File: src/rtl/fp_pkg.sv
// Shared float31 types and helpers for the inverse-sqrt Newton iteration datapath.
// Used by the subtract stage and the multiply stage.
package fp_pkg;

    typedef struct packed {
        logic [7:0]  exp;
        logic [22:0] frac;
    } float31_t;

    typedef enum logic [1:0] {
        FP_ZERO,
        FP_NORMAL,
        FP_SPECIAL
    } fp_class_e;

    localparam int          EXP_BIAS   = 127;
    localparam int          EXP_MAX    = 255;
    localparam logic [30:0] QNAN       = 31'h7FC00000;
    localparam logic [30:0] MAX_FINITE = 31'h7F7FFFFF;

    // Denormals (exp=0) are flushed, so the exponent alone decides the class.
    function automatic fp_class_e classify(input logic [7:0] exp);
        if (exp == 8'd0)
            return FP_ZERO;
        if (exp == 8'(EXP_MAX))
            return FP_SPECIAL;
        return FP_NORMAL;
    endfunction

endpackage

File: src/rtl/fp_norm_round.sv
// Combinational normalize, round and pack for a 48-bit mantissa product.
// Applies special/zero/overflow/underflow precedence and reports the local error.
module fp_norm_round #(
    parameter int          ROUND_MODE = 0,
    parameter logic [30:0] MAX_FINITE = 31'h7F7FFFFF,
    parameter logic [30:0] QNAN       = 31'h7FC00000
) (
    input  logic [47:0]       prod,
    input  logic signed [9:0] exp_in,
    input  logic              special,
    input  logic              zero,
    output logic [30:0]       result,
    output logic              error
);
    import fp_pkg::*;

    logic [22:0]       mant;
    logic              guard;
    logic              sticky;
    logic              round_up;
    logic [23:0]       mant_r;
    logic signed [9:0] exp_n;

    always_comb begin
        // NOTE: every output of this block gets a value up front so no path can infer a latch.
        mant     = prod[45:23];
        guard    = prod[22];
        sticky   = |prod[21:0];
        exp_n    = exp_in;
        result   = '0;
        error    = 1'b0;

        if (prod[47]) begin
            mant   = prod[46:24];
            guard  = prod[23];
            sticky = |prod[22:0];
            exp_n  = exp_in + 10'sd1;
        end

        round_up = (ROUND_MODE == 1) && guard && (sticky || mant[0]);
        mant_r   = {1'b0, mant} + 24'(round_up);
        // All-ones mantissa rounding up becomes 1.0 x 2: fraction bits are already zero.
        if (mant_r[23])
            exp_n = exp_n + 10'sd1;

        if (special) begin
            result = QNAN;
            error  = 1'b1;
        end else if (zero) begin
            result = '0;
            error  = 1'b0;
        end else if (int'(exp_n) >= EXP_MAX) begin
            result = MAX_FINITE;
            error  = 1'b1;
        end else if (int'(exp_n) <= 0) begin
            result = '0;
            error  = 1'b1;
        end else begin
            result = {exp_n[7:0], mant_r[22:0]};
            error  = 1'b0;
        end
    end

endmodule

File: src/rtl/fp_mul_nr_pipe.sv
// Three-stage positive float31 multiplier computing y*(1.5 - x) in the Newton step.
// A single global stall freezes every stage while the output is held.
module fp_mul_nr_pipe #(
    parameter int          ROUND_MODE = 0,
    parameter logic [30:0] MAX_FINITE = 31'h7F7FFFFF,
    parameter logic [30:0] QNAN       = 31'h7FC00000
) (
    input  logic        clk,
    input  logic        rst,
    input  logic        in_valid,
    output logic        in_ready,
    input  logic [30:0] in_a,
    input  logic [30:0] in_b,
    input  logic        in_error,
    output logic        out_valid,
    input  logic        out_ready,
    output logic [30:0] out_product,
    output logic        out_error
);
    import fp_pkg::*;

    logic              stall;
    float31_t          fa, fb;
    fp_class_e         ca, cb;
    logic signed [9:0] exp_sum;

    logic              s1_valid, s1_error, s1_special, s1_zero;
    logic [23:0]       s1_ma, s1_mb;
    logic signed [9:0] s1_exp;

    logic              s2_valid, s2_error, s2_special, s2_zero;
    logic [47:0]       s2_prod;
    logic signed [9:0] s2_exp;

    logic [30:0]       nr_result;
    logic              nr_error;

    assign stall    = out_valid & ~out_ready;
    assign in_ready = ~stall;

    assign fa      = float31_t'(in_a);
    assign fb      = float31_t'(in_b);
    assign ca      = classify(fa.exp);
    assign cb      = classify(fb.exp);
    assign exp_sum = 10'(fa.exp) + 10'(fb.exp) - 10'(EXP_BIAS);

    // Valid bits and the visible outputs are the only architected state.
    always_ff @(posedge clk) begin
        if (rst) begin
            s1_valid    <= 1'b0;
            s2_valid    <= 1'b0;
            out_valid   <= 1'b0;
            out_product <= '0;
            out_error   <= 1'b0;
        end else if (!stall) begin
            s1_valid  <= in_valid;
            s2_valid  <= s1_valid;
            out_valid <= s2_valid;
            if (s2_valid) begin
                out_product <= nr_result;
                out_error   <= s2_error | nr_error;
            end
        end
    end

    // NOTE: pipeline payload is left unreset; it is only ever observed alongside a set valid bit.
    always_ff @(posedge clk) begin
        if (!stall) begin
            s1_error   <= in_error;
            s1_special <= (ca == FP_SPECIAL) | (cb == FP_SPECIAL);
            s1_zero    <= (ca == FP_ZERO) | (cb == FP_ZERO);
            s1_ma      <= {1'b1, fa.frac};
            s1_mb      <= {1'b1, fb.frac};
            s1_exp     <= exp_sum;

            s2_error   <= s1_error;
            s2_special <= s1_special;
            s2_zero    <= s1_zero;
            s2_prod    <= 48'(s1_ma) * 48'(s1_mb);
            s2_exp     <= s1_exp;
        end
    end

    fp_norm_round #(
        .ROUND_MODE (ROUND_MODE),
        .MAX_FINITE (MAX_FINITE),
        .QNAN       (QNAN)
    ) u_norm_round (
        .prod    (s2_prod),
        .exp_in  (s2_exp),
        .special (s2_special),
        .zero    (s2_zero),
        .result  (nr_result),
        .error   (nr_error)
    );

endmodule

File: config.mk
export PLATFORM = sky130hd
export DESIGN_NAME = fp_mul_nr_pipe
export DESIGN_NICKNAME = d
export VERILOG_FILES = /design/src/rtl/fp_pkg.sv /design/src/rtl/fp_norm_round.sv /design/src/rtl/fp_mul_nr_pipe.sv
export SDC_FILE = /design/constraint.sdc
export NUM_CORES = 2
export LEC_CHECK = 0
export BUFFER_PORTS_ARGS = -buffer_cell sky130_fd_sc_hd__buf_2
export CORE_MARGIN = 5
export CORE_UTILIZATION = 45
export CTS_BUF_LIST = sky130_fd_sc_hd__clkbuf_4 sky130_fd_sc_hd__clkbuf_8
export DETAILED_ROUTE_END_ITERATION = 12
export PLACE_DENSITY_LB_ADDON = 0.1
export SLEW_MARGIN = 15
export SYNTH_ARGS = -nofsm -noshare
export SYNTH_HDL_FRONTEND = slang
export SYNTH_SLANG_ARGS = --single-unit
File: constraint.sdc
create_clock -name clk -period 20.4 [get_ports clk]
set_input_delay 2.04 -clock clk [delete_from_list [all_inputs] [get_ports clk]]
set_output_delay 2.04 -clock clk [all_outputs]
set_load 0.01 [all_outputs]
==> results.ini <==
[outcome]
status = finished, final reports clean

[clock_tree]
path_clk_slew_ns = 0.09
clock_sinks = 132
clockRootBuffer = clkbuf_8
postCtsSetupBuffers = 0
clockBufferDepth = 2
cts_made_buffers = 17
clk_latency_ns = 0.56
htreeDepth = 4
cts_tree = done
ctsResizeCount = 0
cts_hold_buf = 0

[die]
fp.dieArea_um2 = 57200
start_util_pct = 45.2
core_area_um2 = 52300
die_h_um = 239
die_w_um = 239
io_pins = 101
num_rows = 84

[detailed_routing]
drtPass1Iterations = 4
drt-initial-drc-count = 834
vias = 16487
vias_per_cell = 5.20
drt_drc_violations_left = 0
wire_per_inst_um = 20.4
ant_nets = 0
drt_wl_total_um = 64600

[worst_setup_path]
cp_data_arrival_time_ns = 8.42
rrSetupSlack_ns = 12.40
crit_fanout = 20
path_class = flop to flop
end_kind = flop
worstPathCellList = inv_1, nor2_1, fa_1, fa_1, inv_1, fa_1, inv_1, fa_1, inv_1, fa_1, inv_1, fa_1, inv_1, fa_1, inv_1, ha_1, a211oi_2, o211ai_1, a211oi_2, a2111oi_2, nor3_2, nor3_2, or4_1, nand3_1
slowest_delay_ns = 0.99
worstSetupStartpointType = flop
ff2ff_path_depth = 24
cp_slowest_cell = edfxtp_1
critical_path_required_ns = 20.83

[synth]
syn-cell-area_um2 = 23600
synth_cell_types = 75
syn_inst = 2429
async_reset_ff_share_pct = 0
ys.flop_type = edfxtp_1
synth_edf_count = 97
yosysTopAreaCellShare_pct = 40.8
synth_top_area_cell = fa_1
synth_area_leaders = fa_1 41%, edfxtp_1 12%, ha_1 9.8%
yosysSeqAreaShare_pct = 15.3
syn_nets = 3163
synth.avg_cell_area_um2 = 9.73
synth_warnings = 0
synth_seq_cells = 132

[timing]
final-hold-violation-count = 0
slew_headroom_pct = 25.1
worst_pin_slew_ns = 1.12
rsz0062_at_grt = false
min_period_ns = 8.00
min_period_over_period_pct = 39.2
final.setup.tns_ns = 0
timing.fmax_mhz = 125
setup_viol = 0
slew_violations = 0
fin_skew_ns = 0.0262

[min_path]
hold_class = flop to flop
min_path_cells = 0

[global_routing]
grtUsageMet3_pct = 3.68
grt_pass1_wl_um = 104000
grt_use_met2_pct = 41.0
grt.total_usage_pct = 23.9
antenna_found_initial = 0
grt_overflow_total = 0
busiest_layer = met2
grt_pass1_vias = 18367
grt_max_degree = 43
grt_util_met1_pct = 30.5

[finish]
area_growth_pct = 6.77
finish.utilization_pct = 48.2
diodes = 0
drive_gt1_share_pct = 8.85
nets = 3206

[placement]
port-buffer-count = 100
hpwl_um = 49600
place.gp.congestion = 0.873

[job]
maxCapViolations = 0

cells by family after synthesis:
kind of cell	after synthesis	share of synthesized area, %
compound gates	176	5.50
xor+xnor	40	1.51
fa+ha+maj	668	50.7
buf+inv	708	11.5
flops	132	15.3
mux	25	1.17
simple gates	680	14.4
cell usage after synthesis, drive strengths merged, types with 6 or more instances:
cell type    n
a211oi       7
a21o        26
a21oi       47
a221o       22
and2       243
buf         19
clkbuf      99
dfxtp       35
edfxtp      97
fa         482
ha         185
inv        588
mux2        22
nand2      290
nand3        9
nand4       18
nor2        76
nor3        12
nor4        10
o21ai       22
o221a        6
o31ai        7
xnor2       27
xor2        13
cells in the final DEF (no fill, tap or decap), types with 35 or more instances in the layout:
master	instances
and2_1	243
ha_1	185
buf_2	100
inv_1	588
nor2_1	74
dfxtp_1	35
fa_1	482
buf_4	40
nand2_1	290
edfxtp_1	97
a21oi_1	46
state kept, by name, summed over array words and instances, names as in the netlist, 10 cells and up:
name / count
s1_exp: 10
s1_mb: 23
s2_prod: 25
out_product: 31
s1_ma: 23
s2_exp: 10
per-stage QoR:
stage          area (um2)  std cells  setup slack (ns)  hold WS (ns)
2_1_floorplan       23600       2429             13.39         0.400
3_3_place_gp        24800       3139             12.55         0.401
3_5_place_dp        24800       3139             12.43         0.405
4_1_cts             25200       3171             12.40         0.401
5_1_grt             25200       3173             11.96         0.410
6_report            25200       3173             12.40         0.400
layer usage:
layer,share of wire (%),wire (um),vias to the layer above
li1,-,-,7405
met1,42,26900,8567
met2,50,32100,407
met3,4.5,2880,108
met4,4.2,2690,0
met5,0,0,-
worst max-delay path: cells and delay by family, from the launching register on:
family / cells / cell delay [ns]
AO/OA/AOI/OAI: 4 / 0.91
AND/OR/NAND/NOR: 5 / 1.42
flip-flops: 1 / 0.99
buffers and inverters: 7 / 0.75
adder cells (fa/ha/maj): 8 / 3.81
final timing paths:
kind / startpoint / to
hold / removal: s1_exp[7] / s2_exp[7]
setup reg to reg: s1_ma[8] / s2_prod[45]
setup / recovery: s1_ma[8] / s2_prod[45]
hold reg to reg: s1_exp[7] / s2_exp[7]
layout make-up:
class,instances,area (um2)
multi-input cells,1589,17300
repair buffers,142,823
well taps,688,861
fillers,5099,27100
flip-flops and latches,132,3610
inverters,590,2210
clock inverters,13,158
clock buffers,19,249
Power is not shown: default switching activity piles up to over one toggle a cycle in this logic, so the estimate is an artifact.
